### config.mk
export PLATFORM = sky130hd
export DESIGN_NAME = fifo_reader
export DESIGN_NICKNAME = d
export VERILOG_FILES = /design/src/rtl/fifo_pkg.sv /design/src/rtl/fifo_rd_skid.sv /design/src/rtl/fifo_reader.sv
export SDC_FILE = /design/constraint.sdc
export NUM_CORES = 1
export LEC_CHECK = 0
export ABC_CLOCK_PERIOD_IN_PS = 3900
export BUFFER_PORTS_ARGS = -buffer_cell sky130_fd_sc_hd__buf_2
export CAP_MARGIN = 20
export CORE_MARGIN = 2
export CORE_UTILIZATION = 45
export DETAILED_ROUTE_END_ITERATION = 8
export GPL_TIMING_DRIVEN = 0
export PLACE_DENSITY_LB_ADDON = 0.2
export SLEW_MARGIN = 25
export SYNTH_ARGS = -nofsm -noshare
export SYNTH_HDL_FRONTEND = slang
export SYNTH_HIERARCHICAL = 1
export SYNTH_SLANG_ARGS = --single-unit
export TNS_END_PERCENT = 5
### constraint.sdc
create_clock -name clk -period 3.9 [get_ports clk]
set_input_delay 0.78 -clock clk [delete_from_list [all_inputs] [get_ports clk]]
set_output_delay 0.78 -clock clk [all_outputs]
set_load 0.02 [all_outputs]
### src/rtl/fifo_pkg.sv
// Shared definitions for the FIFO reader: controller states and default widths.
package fifo_pkg;

    localparam int DEFAULT_DATA_WIDTH = 8;
    localparam int DEFAULT_CNT_WIDTH  = 16;

    typedef enum logic [1:0] {
        IDLE   = 2'd0,
        STREAM = 2'd1,
        FLUSH  = 2'd2
    } state_t;

endpackage

### src/rtl/fifo_rd_skid.sv
// Two-entry in-order output buffer between the FIFO read port and the stream.
// Entry 0 is always the head; a clear discards everything in one cycle.
module fifo_rd_skid #(
    parameter int DATA_WIDTH = 8
) (
    input  logic                  clk,
    input  logic                  rst_n,
    input  logic                  i_push,
    input  logic [DATA_WIDTH-1:0] i_push_data,
    input  logic                  i_pop,
    input  logic                  i_clear,
    output logic [1:0]            o_occ,
    output logic [DATA_WIDTH-1:0] o_head
);

    logic [1:0]            r_occ;
    logic [DATA_WIDTH-1:0] r_mem0;
    logic [DATA_WIDTH-1:0] r_mem1;
    logic                  w_pop;

    // A pop of an empty buffer is meaningless, so it is ignored here.
    always_comb begin
        w_pop = i_pop && (r_occ != 2'd0);
    end

    // Occupancy and entry update; a push together with a pop keeps occupancy
    // and moves the new word in behind whatever remains.
    always_ff @(posedge clk) begin
        if (!rst_n || i_clear) begin
            r_occ  <= 2'd0;
            r_mem0 <= '0;
            r_mem1 <= '0;
        end else if (w_pop && i_push) begin
            if (r_occ == 2'd1) begin
                r_mem0 <= i_push_data;
            end else begin
                r_mem0 <= r_mem1;
                r_mem1 <= i_push_data;
            end
        end else if (w_pop) begin
            r_mem0 <= r_mem1;
            r_occ  <= r_occ - 2'd1;
        end else if (i_push && (r_occ != 2'd2)) begin
            if (r_occ == 2'd0) begin
                r_mem0 <= i_push_data;
            end else begin
                r_mem1 <= i_push_data;
            end
            r_occ <= r_occ + 2'd1;
        end
    end

    assign o_occ  = r_occ;
    assign o_head = r_mem0;

endmodule

### src/rtl/fifo_reader.sv
// FIFO reader: pulls words from a one-cycle-latency FIFO into a two-entry
// buffer and presents them as a valid/ready stream, with a flush mode that
// discards buffered data and drains the attached FIFO.
module fifo_reader
    import fifo_pkg::*;
#(
    parameter int DATA_WIDTH = DEFAULT_DATA_WIDTH,
    parameter int CNT_WIDTH  = DEFAULT_CNT_WIDTH
) (
    input  logic                  clk,
    input  logic                  rst_n,
    input  logic                  en,
    input  logic                  flush,
    input  logic                  fifo_empty,
    input  logic [DATA_WIDTH-1:0] fifo_dout,
    output logic                  fifo_rd_en,
    output logic [DATA_WIDTH-1:0] m_data,
    output logic                  m_valid,
    input  logic                  m_ready,
    output logic                  busy,
    output logic                  flush_done,
    output logic [CNT_WIDTH-1:0]  beat_cnt
);

    state_t                r_state;
    state_t                w_next_state;
    logic                  r_inflight;
    logic                  r_flush_done;
    logic [CNT_WIDTH-1:0]  r_beat_cnt;

    logic [1:0]            w_occ;
    logic [DATA_WIDTH-1:0] w_head;
    logic                  w_valid;
    logic                  w_beat;
    logic                  w_push;
    logic                  w_clear;
    logic                  w_flush_exit;
    logic                  w_rd_en;
    logic [2:0]            w_projected;

    // Stream handshake and buffer control; captured words are dropped in FLUSH,
    // and an accepted flush empties the buffer at the same edge.
    always_comb begin
        w_valid      = (w_occ != 2'd0) && (r_state != FLUSH);
        w_beat       = w_valid && m_ready;
        w_projected  = {1'b0, w_occ} + {2'b00, r_inflight} - {2'b00, w_beat};
        w_flush_exit = (r_state == FLUSH) && fifo_empty && !r_inflight;
        w_clear      = flush && (r_state != FLUSH);
        w_push       = r_inflight && (r_state != FLUSH);
    end

    // Next-state and read-issue decisions; a read is only issued in STREAM
    // when the word is guaranteed a free buffer slot on arrival.
    always_comb begin
        w_next_state = r_state;
        w_rd_en      = 1'b0;
        case (r_state)
            IDLE: begin
                if (flush) begin
                    w_next_state = FLUSH;
                end else if (en) begin
                    w_next_state = STREAM;
                end
            end
            STREAM: begin
                w_rd_en = !fifo_empty && (w_projected < 3'd2);
                if (flush) begin
                    w_next_state = FLUSH;
                end else if (!en) begin
                    w_next_state = IDLE;
                end
            end
            FLUSH: begin
                w_rd_en = !fifo_empty;
                if (w_flush_exit) begin
                    w_next_state = en ? STREAM : IDLE;
                end
            end
            default: begin
                w_next_state = IDLE;
            end
        endcase
    end

    // State register, in-flight read tracking, beat counter and flush-done pulse.
    always_ff @(posedge clk) begin
        if (!rst_n) begin
            r_state      <= IDLE;
            r_inflight   <= 1'b0;
            r_beat_cnt   <= '0;
            r_flush_done <= 1'b0;
        end else begin
            r_state      <= w_next_state;
            r_inflight   <= w_rd_en && !fifo_empty;
            r_flush_done <= w_flush_exit;
            if (w_beat) begin
                r_beat_cnt <= r_beat_cnt + 1'b1;
            end
        end
    end

    fifo_rd_skid #(
        .DATA_WIDTH (DATA_WIDTH)
    ) u_skid (
        .clk         (clk),
        .rst_n       (rst_n),
        .i_push      (w_push),
        .i_push_data (fifo_dout),
        .i_pop       (w_beat),
        .i_clear     (w_clear),
        .o_occ       (w_occ),
        .o_head      (w_head)
    );

    // Outputs are forced to their idle values whenever reset is asserted.
    assign fifo_rd_en = rst_n && w_rd_en;
    assign m_valid    = rst_n && w_valid;
    assign m_data     = rst_n ? w_head : '0;
    assign busy       = rst_n && (r_state == FLUSH);
    assign flush_done = rst_n && r_flush_done;
    assign beat_cnt   = rst_n ? r_beat_cnt : '0;

endmodule

* Word-level counts from Yosys, hierarchy flattened
Index checks and enable logic that the tools add are counted.
** Cells by class
- $add $sub $neg :: 5
- Magnitude comparators :: 1
- Eq/ne operators :: 11
- Muxes and demuxes :: 22
- Bitwise gates (word level) :: 1
- Reductions and logical operators :: 30
** Operators by type and width (count)
- 8-bit two-way mux :: 11
- 16-bit by 1-bit adder with 16-bit output (second input constant) :: 1
- 16-bit two-way mux :: 1
- 1-bit logical AND :: 15
- 2-bit two-way mux :: 7
- 2-bit inequality test (second input constant) :: 5
- 3-bit inequality test (second input constant) :: 2
- 2-bit one-hot mux with 3 select lines :: 1
- 2-bit nonzero test :: 3
- 3-bit nonzero test :: 2
- 2-bit by 1-bit equality test with 1-bit output (second input constant) :: 2
- 2-bit zero test :: 2
- 2-bit AND reduction :: 2
- 4-bit AND reduction :: 1
- 2-bit by 1-bit adder with 3-bit output :: 1
- 1-bit zero test :: 3
- 3-bit by 2-bit less-than comparator with 1-bit output (second input constant) :: 1
- 3-bit AND reduction :: 1
- 3-bit by 1-bit subtractor with 3-bit output :: 1
- 2-bit by 1-bit adder with 2-bit output (second input constant) :: 1
- 2-bit equality test (second input constant) :: 1
- 2-bit by 1-bit inequality test with 1-bit output (second input constant) :: 1
- 1-bit one-hot mux with 2 select lines :: 1
- 2-bit by 1-bit subtractor with 2-bit output (second input constant) :: 1
- other kinds (3) :: 3
** Storage, ports and cells
- Register bits after elaboration :: 38
- Input bits :: 14

* Depth between registers and ports, before layout
Gate-level depths: netlist of the first run.
- Word-level depth :: 8
- Depth in mapped cells :: 12

* Hierarchy
The synthesis of the first run kept the hierarchy.
** Modules (own cells, without submodules)
- fifo_reader :: instances 1, cells each 151, area an instance 1238.7 µm²
- fifo_rd_skid :: instances 1, cells each 97, area an instance 903.4 µm²

* Worst setup path before layout of the first run
Ideal clock, no wire load.
- Kind :: reg-to-output
- From :: reg r_state[0]
- To :: out fifo_rd_en
- Data arrival time :: 2.867 ns
- Data required time :: 3.120 ns
- Path slack :: 0.253 ns
- Cell stages (with the launch flop) :: 13
- Buffers on the path :: 1
- Cells stage by stage :: dfxtp_1 -> inv_1 -> ha_1 -> o21ba_2 -> buf_2 -> nand2_1 -> inv_1 -> ha_1 -> nand2b_1 -> fa_1 -> xnor2_1 -> a31oi_1 -> nor3_1
** Between the ends
- Word-level cells in the longest chain between the ends :: 8
- Elaborated cells on any way between the ends :: 10
- Classes of those cells :: add/sub: 1; order compare: 1; eq/ne: 3; mux: 1; reduce/logical: 4
** Ends and longest elaborated chain
- start: declaration :: line fifo_reader.sv:25 : state_t r_state;
- start signal: assignment :: line fifo_reader.sv:93 : r_state <= w_next_state;
- 2-bit inequality test :: line fifo_reader.sv:44 : w_valid = (w_occ != 2'd0) && (r_state != FLUSH);
- 1-bit logical AND :: line fifo_reader.sv:44
- 1-bit logical AND :: line fifo_reader.sv:45 : w_beat = w_valid && m_ready;
- net w_beat :: line fifo_reader.sv:34 : logic w_beat;
- 3-bit by 1-bit subtractor with 3-bit output :: line fifo_reader.sv:46 : w_projected = {1'b0, w_occ} + {2'b00, r_inflight} - {2'b00, w_beat};
- 3-bit by 2-bit less-than comparator with 1-bit output :: line fifo_reader.sv:66 : w_rd_en = !fifo_empty && (w_projected < 3'd2);
- 1-bit logical AND :: line fifo_reader.sv:66
- 1-bit one-hot mux with 2 select lines :: line fifo_reader.sv:57 : case (r_state)
- 1-bit logical AND :: line fifo_reader.sv:116 : assign fifo_rd_en = rst_n && w_rd_en;
- end: declaration :: line fifo_reader.sv:16 : output logic fifo_rd_en,
The timed path passes the listed nets, and every way through them passes these cells.

* Worst setup path after layout of the first run
Same ends and word-level chain as after synthesis.

==> results of run 1 <==
==> power groups by stage <==
stage	Sequential, mW	Combinational [mW]	Clock (mW)
after floorplan	0.406	0.0590	0
after global placement	0.407	0.0828	0
after detailed placement	0.408	0.0832	0
after CTS	0.398	0.0842	0.426
after global routing	0.400	0.0948	0.440
final	0.399	0.0842	0.417
==> cells in the mapped netlist (3+ instances only) <==
master | n | area, sq um
or4_1 | 3 | 22.52
a311oi_1 | 7 | 61.31
nand3_1 | 11 | 55.05
dfxtp_1 | 38 | 760.7
mux2i_1 | 11 | 110.1
mux2_2 | 3 | 33.78
xor2_1 | 7 | 61.31
nand4_1 | 7 | 43.79
and2_1 | 25 | 156.4
buf_6 | 4 | 45.04
ha_1 | 9 | 112.6
a21oi_1 | 9 | 45.04
clkbuf_1 | 4 | 15.01
o21ai_0 | 4 | 20.02
nand2_1 | 17 | 63.81
nor2_1 | 32 | 120.1
a211oi_1 | 3 | 22.52
nand2b_1 | 3 | 18.77
o31ai_1 | 3 | 22.52
inv_1 | 10 | 37.54
==> cell type report <==
cell class	instances	area, sq um
fillers	456	2087
plain buffers	10	76.32
clock buffers	6	82.58
well taps	54	67.56
multi-input cells	187	1264
clock inverters	2	60.06
repair buffers	43	220.2
inverters	11	41.29
flip-flops and latches	38	762.0
==> worst min path at each step <==
stage / from / to / slack, ns / cells after the start
after floorplan: r_beat_cnt[13] / r_beat_cnt[13] / 0.45 / 2
after global placement: r_beat_cnt[13] / r_beat_cnt[13] / 0.47 / 2
after detailed placement: r_beat_cnt[13] / r_beat_cnt[13] / 0.48 / 2
after CTS: r_beat_cnt[13] / r_beat_cnt[13] / 0.49 / 2
after global routing: r_state[0] / r_state[0] / 0.52 / 2
final: r_state[0] / r_state[0] / 0.49 / 2
==> stage by stage <==
stage | utilization [%] | hold slack (ns) | area, sq um | cells
after global routing | 55.22 | 0.5164 | 2574 | 351
after CTS | 54.90 | 0.4865 | 2559 | 350
after floorplan | - | 0.4519 | 2142 | 248
final | 55.22 | 0.4855 | 2574 | 351
after detailed placement | 51.81 | 0.4757 | 2415 | 343
after global placement | 51.81 | 0.4678 | 2415 | 343
==> registers in the layout, indices dropped and copies added (netlist names) <==
register       flops
r_state            2
u_skid/r_mem1      8
u_skid/o_occ       2
r_flush_done       1
u_skid/o_head      8
r_inflight         1
r_beat_cnt        16
==> timing repair <==
action                                  in CTS  in global routing
gates resized for setup                      2                  2
endpoints found under the setup margin       1                  1
buffers inserted                             0                  2
==> worst max-delay path, cell delays in order, from the launching register on <==
cell,delay [ns]
dfxtp_2,0.36
inv_1,0.07
ha_2,0.24
o21ba_4,0.25
nand2_1,0.10
inv_2,0.13
ha_1,0.23
nand2b_1,0.16
fa_1,0.38
xnor2_1,0.16
a31oi_1,0.11
nor3_1,0.16
buf_2,0.18
==> cells by family (layout without fill, tap and decap cells) <==
family          Yosys count  after routing
simple gates            121            121
flops                    38             38
compound gates           33             33
buf+inv                  23             72
mux                      14             14
fa+ha+maj                10             10
xor+xnor                  9              9
==> routing by layer <==
layer	vias to the layer above	part of all wire [%]	GRT usage, %
met5	-	0	0
li1	956	-	-
met4	0	0.90	4.938
met2	36	47	31.23
met3	5	3.8	3.867
met1	842	48	22.89
==> flow_summary.json, run 1 <==
{
  "status": "completed",
  "viasPerCell": 5.239,
  "cts_buffers": 5,
  "p_per_area_nw_per_um2": 349.6,
  "clk_pin_slew_ns": 0.08,
  "rsz0062_at_grt": "no",
  "place.gp.congestion": 0.8178,
  "synth_top_family_by_area": "simple AND/OR/NAND/NOR gates",
  "seqPwrFrac_pct": 44.3,
  "dieArea_sq_um": 5328,
  "wl_per_cell_um": 12.63,
  "grt_pass1_wl_mm": 7.686,
  "cp-startpoint": "r_state[0]",
  "die_w_um": 73.00,
  "ys_async_sr_fraction_pct": 0,
  "htree_levels": 2,
  "final.min_clock_period_ns": 3.605,
  "r2r_start": "r_state[0]",
  "fin_setup_tns_ns": 0,
  "ys.warnings.count": 6,
  "cp.arrival_ns": 2.83,
  "antenna_found_initial": 0,
  "setup_viol": 0,
  "p_int_uw": 701.3,
  "tightest_slew_ns": 0.4338,
  "clock_sinks": 38,
  "reg2reg_to": "r_inflight",
  "fmax_ghz": 0.2774,
  "pwr-share-comb_pct": 9.4,
  "grt_max_degree": 13,
  "netlist-cell-type-count": 48,
  "ys.flop_type": "dfxtp_1",
  "r2r_cells": 11,
  "hold_buffers": 0,
  "drc": 0,
  "max_slew_margin_pct": 71.08,
  "leakage_nw": 1.137,
  "grt_usage_pct": 18.16,
  "critPathKind": "reg -> out",
  "worst_slack_ns": 0.2946,
  "drive_above_1_share_pct": 26.94,
  "netSwitchingPower_uw": 198.5,
  "final_cell_mix": "buf_2, dfxtp_1, nor2_1, and2_1, nand2_1",
  "clock-root-buffer": "clkbuf_8",
  "cts_buffer_depth": 2,
  "synth_xor_area_share_pct": 3.680,
  "port_buffers": 41,
  "holdCritPathClass": "reg -> reg",
  "swShare_pct": 22.06,
  "cap_violations": 0,
  "diodes": 0,
  "insertion_delay_ns": 0.29,
  "muxShareOfSynthArea_pct": 6.717,
  "period_share_pct": 92.45,
  "layout_commonest_cell": "buf_2",
  "area_growth_pct": 20.15,
  "dp_hpwl_mm": 3.378,
  "synth_adder_area_share_pct": 6.192,
  "vias": 1839,
  "ys_ff_latch": 38,
  "synth-edff-count": 0,
  "firstDrtPassIters": 4,
  "postSynthAreaPerCell_sq_um": 8.637,
  "total_power_uw": 899.7,
  "dp_slack_ns": 0.1053,
  "yosys.area_share.simple_pct": 30.61,
  "drt_first_iter_violations": 129,
  "ioPinCount": 42,
  "grt_pass1_vias": 1782,
  "dieHeight_um": 73.00,
  "p_clk_share_pct": 46.3,
  "gr-total-overflow": 0,
  "cts_tree": "done",
  "synth-compound-area-share_pct": 11.39,
  "synth_area_sq_um": 2142,
  "final_nets": 320,
  "cp-start-kind": "flip-flop",
  "peakVddDrop_mv": 0.2227,
  "critPathCaptureType": "output port",
  "finClkSkew_ns": 0.003383,
  "crit_path_max_fanout": 8,
  "synth-seq-area-share_pct": 35.51,
  "crit_end": "fifo_rd_en",
  "finalHoldViolCount": 0,
  "ant_nets": 0,
  "rows": 25,
  "netlist_instances": 248,
  "maxSlewViolCount": 0,
  "core_area_sq_um": 4661,
  "syn_nets": 272,
  "cp.required_ns": 3.12,
  "rrSetupSlack_ns": 1.39,
  "start_util_pct": 45.96,
  "routed_wl_mm": 4.432
}
Note: power is estimated with default switching activity, not from simulation.
==> inputs of run 2 (changes only) <==
Settings changed: ABC_CLOCK_PERIOD_IN_PS 3900 to 4250, MAX_ROUTING_LAYER set to met4.
Clock period 3.9 ns to 4.25 ns, I/O delays scaled along.
==> flow_summary.json, run 2 (synthesis results as in run 1) <==
{
  "grt_pass1_wl_mm": 7.721,
  "ant_nets": 0,
  "cp.required_ns": 3.40,
  "cts_buffer_depth": 2,
  "fin_setup_tns_ns": 0,
  "cp_top_family": "adder cells",
  "setup_viol": 0,
  "tightest_slew_ns": 0.4325,
  "status": "completed",
  "core_area_sq_um": 4661,
  "drive_above_1_share_pct": 26.51,
  "insertion_delay_ns": 0.29,
  "cap_violations": 0,
  "cp.arrival_ns": 3.09,
  "vias": 1833,
  "final_core_util_pct": 55.14,
  "cp-start-kind": "flip-flop",
  "gr-total-overflow": 0,
  "finClkSkew_ns": 0.004160,
  "drt_first_iter_violations": 116,
  "grt_max_degree": 13,
  "maxSlewViolCount": 0,
  "final.min_clock_period_ns": 3.943,
  "slowest_delay_ns": 0.39,
  "critPathKind": "reg -> out",
  "dp_hpwl_mm": 3.378,
  "cp-startpoint": "r_state[0]",
  "wl_per_cell_um": 12.67,
  "top_register": "r_beat_cnt",
  "critPathCaptureType": "output port",
  "holdCritPathClass": "reg -> reg",
  "ioPinCount": 42,
  "crit_buf_inv": 4,
  "clock-root-buffer": "clkbuf_8",
  "firstDrtPassIters": 4,
  "rsz0062_at_grt": "no",
  "final_nets": 321,
  "placed_area_sq_um": 2415,
  "clk_pin_slew_ns": 0.08,
  "area_growth_pct": 19.98,
  "place.gp.congestion": 0.8299,
  "dieHeight_um": 73.00,
  "cts_tree": "done",
  "p_per_area_nw_per_um2": 321.3,
  "htree_levels": 2,
  "fmax_ghz": 0.2536,
  "period_share_pct": 92.77,
  "die_w_um": 73.00,
  "diodes": 0,
  "peakVddDrop_mv": 0.2045,
  "grt_pass1_vias": 1779,
  "routed_wl_mm": 4.460,
  "cts_buffers": 5,
  "fin_area_sq_um": 2570,
  "crit_path_max_fanout": 10,
  "leakage_nw": 1.136,
  "worstHoldStart": "r_beat_cnt[13]",
  "clock_sinks": 38,
  "hold_buffers": 0,
  "port_buffers": 41,
  "antenna_found_initial": 0,
  "dieArea_sq_um": 5328,
  "cp_slowest_cell": "dfxtp_1",
  "final_cell_mix": "buf_2, dfxtp_1, nor2_1, and2_1, nand2_1",
  "r2r_start": "r_state[0]",
  "start_util_pct": 45.96,
  "layout_commonest_cell": "buf_2",
  "path_cells": "inv_1, ha_2, o21ba_2, clkbuf_4, nand2_1, inv_2, ha_1, nand2b_1, fa_1, xnor2_1, a31oi_1, nor3_1, buf_2",
  "viasPerCell": 5.207,
  "max_slew_margin_pct": 71.17,
  "grt_usage_pct": 18.78,
  "finalHoldViolCount": 0,
  "rows": 25,
  "largest_register_ffs": 16,
  "drc": 0
}
-- run 2: cell types whose count changed in the layout (fill, tap and decap cells not counted), sizes merged --
cell,previous run,this run
buf,50,49
clkbuf,9,11
-- run 2: cell type report --
| cell class | instances | area [sq um] |
|---|---|---|
| flip-flops and latches | 38 | 760.7 |
| clock inverters | 2 | 60.06 |
| multi-input cells | 187 | 1257 |
| fillers | 458 | 2091 |
| clock buffers | 6 | 82.58 |
| inverters | 11 | 41.29 |
| repair buffers | 42 | 212.7 |
| well taps | 54 | 67.56 |
| plain buffers | 12 | 87.58 |
-- run 2: worst reg2reg max path: stages (launching register included) --
cell and delay, ns:
dfxtp_1 0.39, inv_1 0.09, ha_2 0.24, o21ba_2 0.29
clkbuf_4 0.21, nand2_1 0.12, inv_2 0.09, ha_1 0.21
nand2b_1 0.16, fa_1 0.38, xnor2_1 0.16, a31oi_1 0.12
nor3_1 0.23
-- run 2: repair_timing --
item	4_1_cts	5_1_grt
gates resized for setup	0	3
setup endpoints to repair	0	1
setup buffers	0	1
-- run 2: path summary, 6_finish.rpt --
check             depth (start not counted)  slack, ns        endpoint
setup / recovery                         13       0.31      fifo_rd_en
setup reg to reg                         12       1.47      r_inflight
hold / removal                            2       0.49  r_beat_cnt[13]
hold reg to reg                           2       0.49  r_beat_cnt[13]
-- run 2: report_power, final --
| group | internal, mW | switching (mW) | total, mW |
|---|---|---|---|
| clock network | 0.250 | 0.133 | 0.384 |
| logic | 0.0313 | 0.0452 | 0.0766 |
| registers | 0.361 | 0.00468 | 0.365 |
-- run 2: through the flow --
step           std cells  power [mW]  setup WS, ns  hold slack [ns]
5_1_grt              352      0.8571       0.04179           0.5262
2_1_floorplan        248      0.4267        0.5020           0.4519
3_5_place_dp         343      0.4503        0.3424           0.4757
6_report             352      0.8257        0.3072           0.4890
4_1_cts              351      0.8330       0.05106           0.4865
3_3_place_gp         343      0.4496        0.3658           0.4678
-- run 2: metal layers --
metal	global-route usage [%]	routed length, um	up-vias
met5	-	0	-
met4	4.938	35	0
met3	3.867	196	4
met2	31.13	2094	44
met1	23.24	2134	825
li1	-	-	960
==> inputs of run 3 (changes only) <==
Settings changed: BUFFER_PORTS_ARGS -buffer_cell sky130_fd_sc_hd__buf_2 to -buffer_cell sky130_fd_sc_hd__buf_4.
==> flow_summary.json, run 3 (synthesis results as in run 1) <==
{
  "drive_above_1_share_pct": 26.60,
  "cp.arrival_ns": 3.15,
  "critPathKind": "reg -> out",
  "dieArea_sq_um": 5328,
  "p_per_area_nw_per_um2": 311.8,
  "vias": 1828,
  "peakVddDrop_mv": 0.2037,
  "setup_viol": 0,
  "layout_commonest_cell": "buf_4",
  "routed_wl_mm": 4.570,
  "viasPerCell": 5.208,
  "grt_max_degree": 13,
  "htree_levels": 2,
  "ant_nets": 0,
  "final_cell_mix": "buf_4, dfxtp_1, nor2_1, and2_1, nand2_1",
  "gr-total-overflow": 0,
  "cp.required_ns": 3.40,
  "clock-root-buffer": "clkbuf_8",
  "core_area_sq_um": 4661,
  "antenna_found_initial": 0,
  "area_growth_pct": 24.47,
  "rows": 25,
  "crit_path_max_fanout": 10,
  "cts_buffers": 5,
  "insertion_delay_ns": 0.29,
  "place.gp.congestion": 0.8112,
  "firstDrtPassIters": 4,
  "cp-start-kind": "flip-flop",
  "fillers": 443,
  "port_buffers": 41,
  "clock_sinks": 38,
  "wl_per_cell_um": 13.02,
  "clk_pin_slew_ns": 0.07,
  "drc": 0,
  "cts_buffer_depth": 2,
  "leakage_nw": 1.138,
  "dp_slack_ns": 0.3277,
  "grt_usage_pct": 18.76,
  "max_slew_margin_pct": 71.01,
  "status": "completed",
  "dp_hpwl_mm": 3.344,
  "final_core_util_pct": 57.21,
  "ioPinCount": 42,
  "die_w_um": 73.00,
  "critPathCaptureType": "output port",
  "diodes": 0,
  "dieHeight_um": 73.00,
  "worst_slack_ns": 0.2478,
  "holdCritPathClass": "reg -> reg",
  "fin_setup_tns_ns": 0,
  "hold_buffers": 0,
  "grt_pass1_vias": 1750,
  "grt_pass1_wl_mm": 7.603,
  "drt_first_iter_violations": 112,
  "finalHoldViolCount": 0,
  "tightest_slew_ns": 0.4348,
  "cts_tree": "done",
  "largest_register_ffs": 16,
  "top_register": "r_beat_cnt",
  "postCtsSetupBuffers": 0,
  "final.min_clock_period_ns": 4.002,
  "maxSlewViolCount": 0,
  "finClkSkew_ns": 0.003585,
  "period_share_pct": 94.17,
  "rsz0062_at_grt": "no",
  "final_nets": 320,
  "start_util_pct": 45.96,
  "fmax_ghz": 0.2499,
  "cap_violations": 0
}
[run 3: per-stage QoR]
stage,hold WS [ns],std cells,cell area [sq um],power [mW]
after floorplan,0.4519,248,2142,0.4267
after global placement,0.4656,343,2517,0.4541
after detailed placement,0.4762,343,2517,0.4543
after CTS,0.4866,351,2660,0.8351
after global routing,0.5147,351,2666,0.8669
final,0.4884,351,2666,0.8314
[run 3: what timing repair did]
item | CTS | global route
gates resized for setup | 1 | 3
gates cloned | 0 | 0
endpoints found under the hold margin | 0 | 0
setup endpoints to repair | 1 | 1
[run 3: worst max-delay path, cell delays in order (launching register included)]
cell and delay [ns]:
dfxtp_2 0.36, inv_1 0.07, ha_2 0.24, o21ba_2 0.29, clkbuf_4 0.20, nand2_1 0.12
inv_2 0.15, ha_1 0.23, nand2b_1 0.16, fa_1 0.38, xnor2_1 0.19, a31oi_1 0.12
nor3_1 0.17, buf_4 0.16
[run 3: power breakdown]
group | total (mW) | switching (mW) | internal [mW]
Clock | 0.384 | 0.134 | 0.250
Combinational | 0.0814 | 0.0456 | 0.0358
Sequential | 0.366 | 0.00463 | 0.361
Total | 0.831 | 0.184 | 0.647
[run 3: per-layer routing]
metal	track usage (%)	wire length, um
met1	22.15	2166
met2	30.73	2151
met3	4.144	181
met4	7.819	71
met5	-	0
[run 3: area by class of cell]
type	instances	area [sq um]	share of cell area [%]
clock inverter	2	60.06	2.252
clock buffer	6	82.58	3.097
sequential	38	762.0	28.58
buffer	12	87.58	3.285
timing repair buffer	41	307.8	11.54
multi-input combinational	187	1257	47.16
tap	54	67.56	2.534
inverter	11	41.29	1.549
[run 3: path summary, 6_finish.rpt]
kind,from,to,depth (start not counted),slack [ns]
worst max-delay path,r_state[0],fifo_rd_en,13,0.25
worst min-delay path,r_beat_cnt[1],r_beat_cnt[1],2,0.49
worst max register to register,r_state[0],r_inflight,12,1.48
worst min register to register,r_beat_cnt[1],r_beat_cnt[1],2,0.49
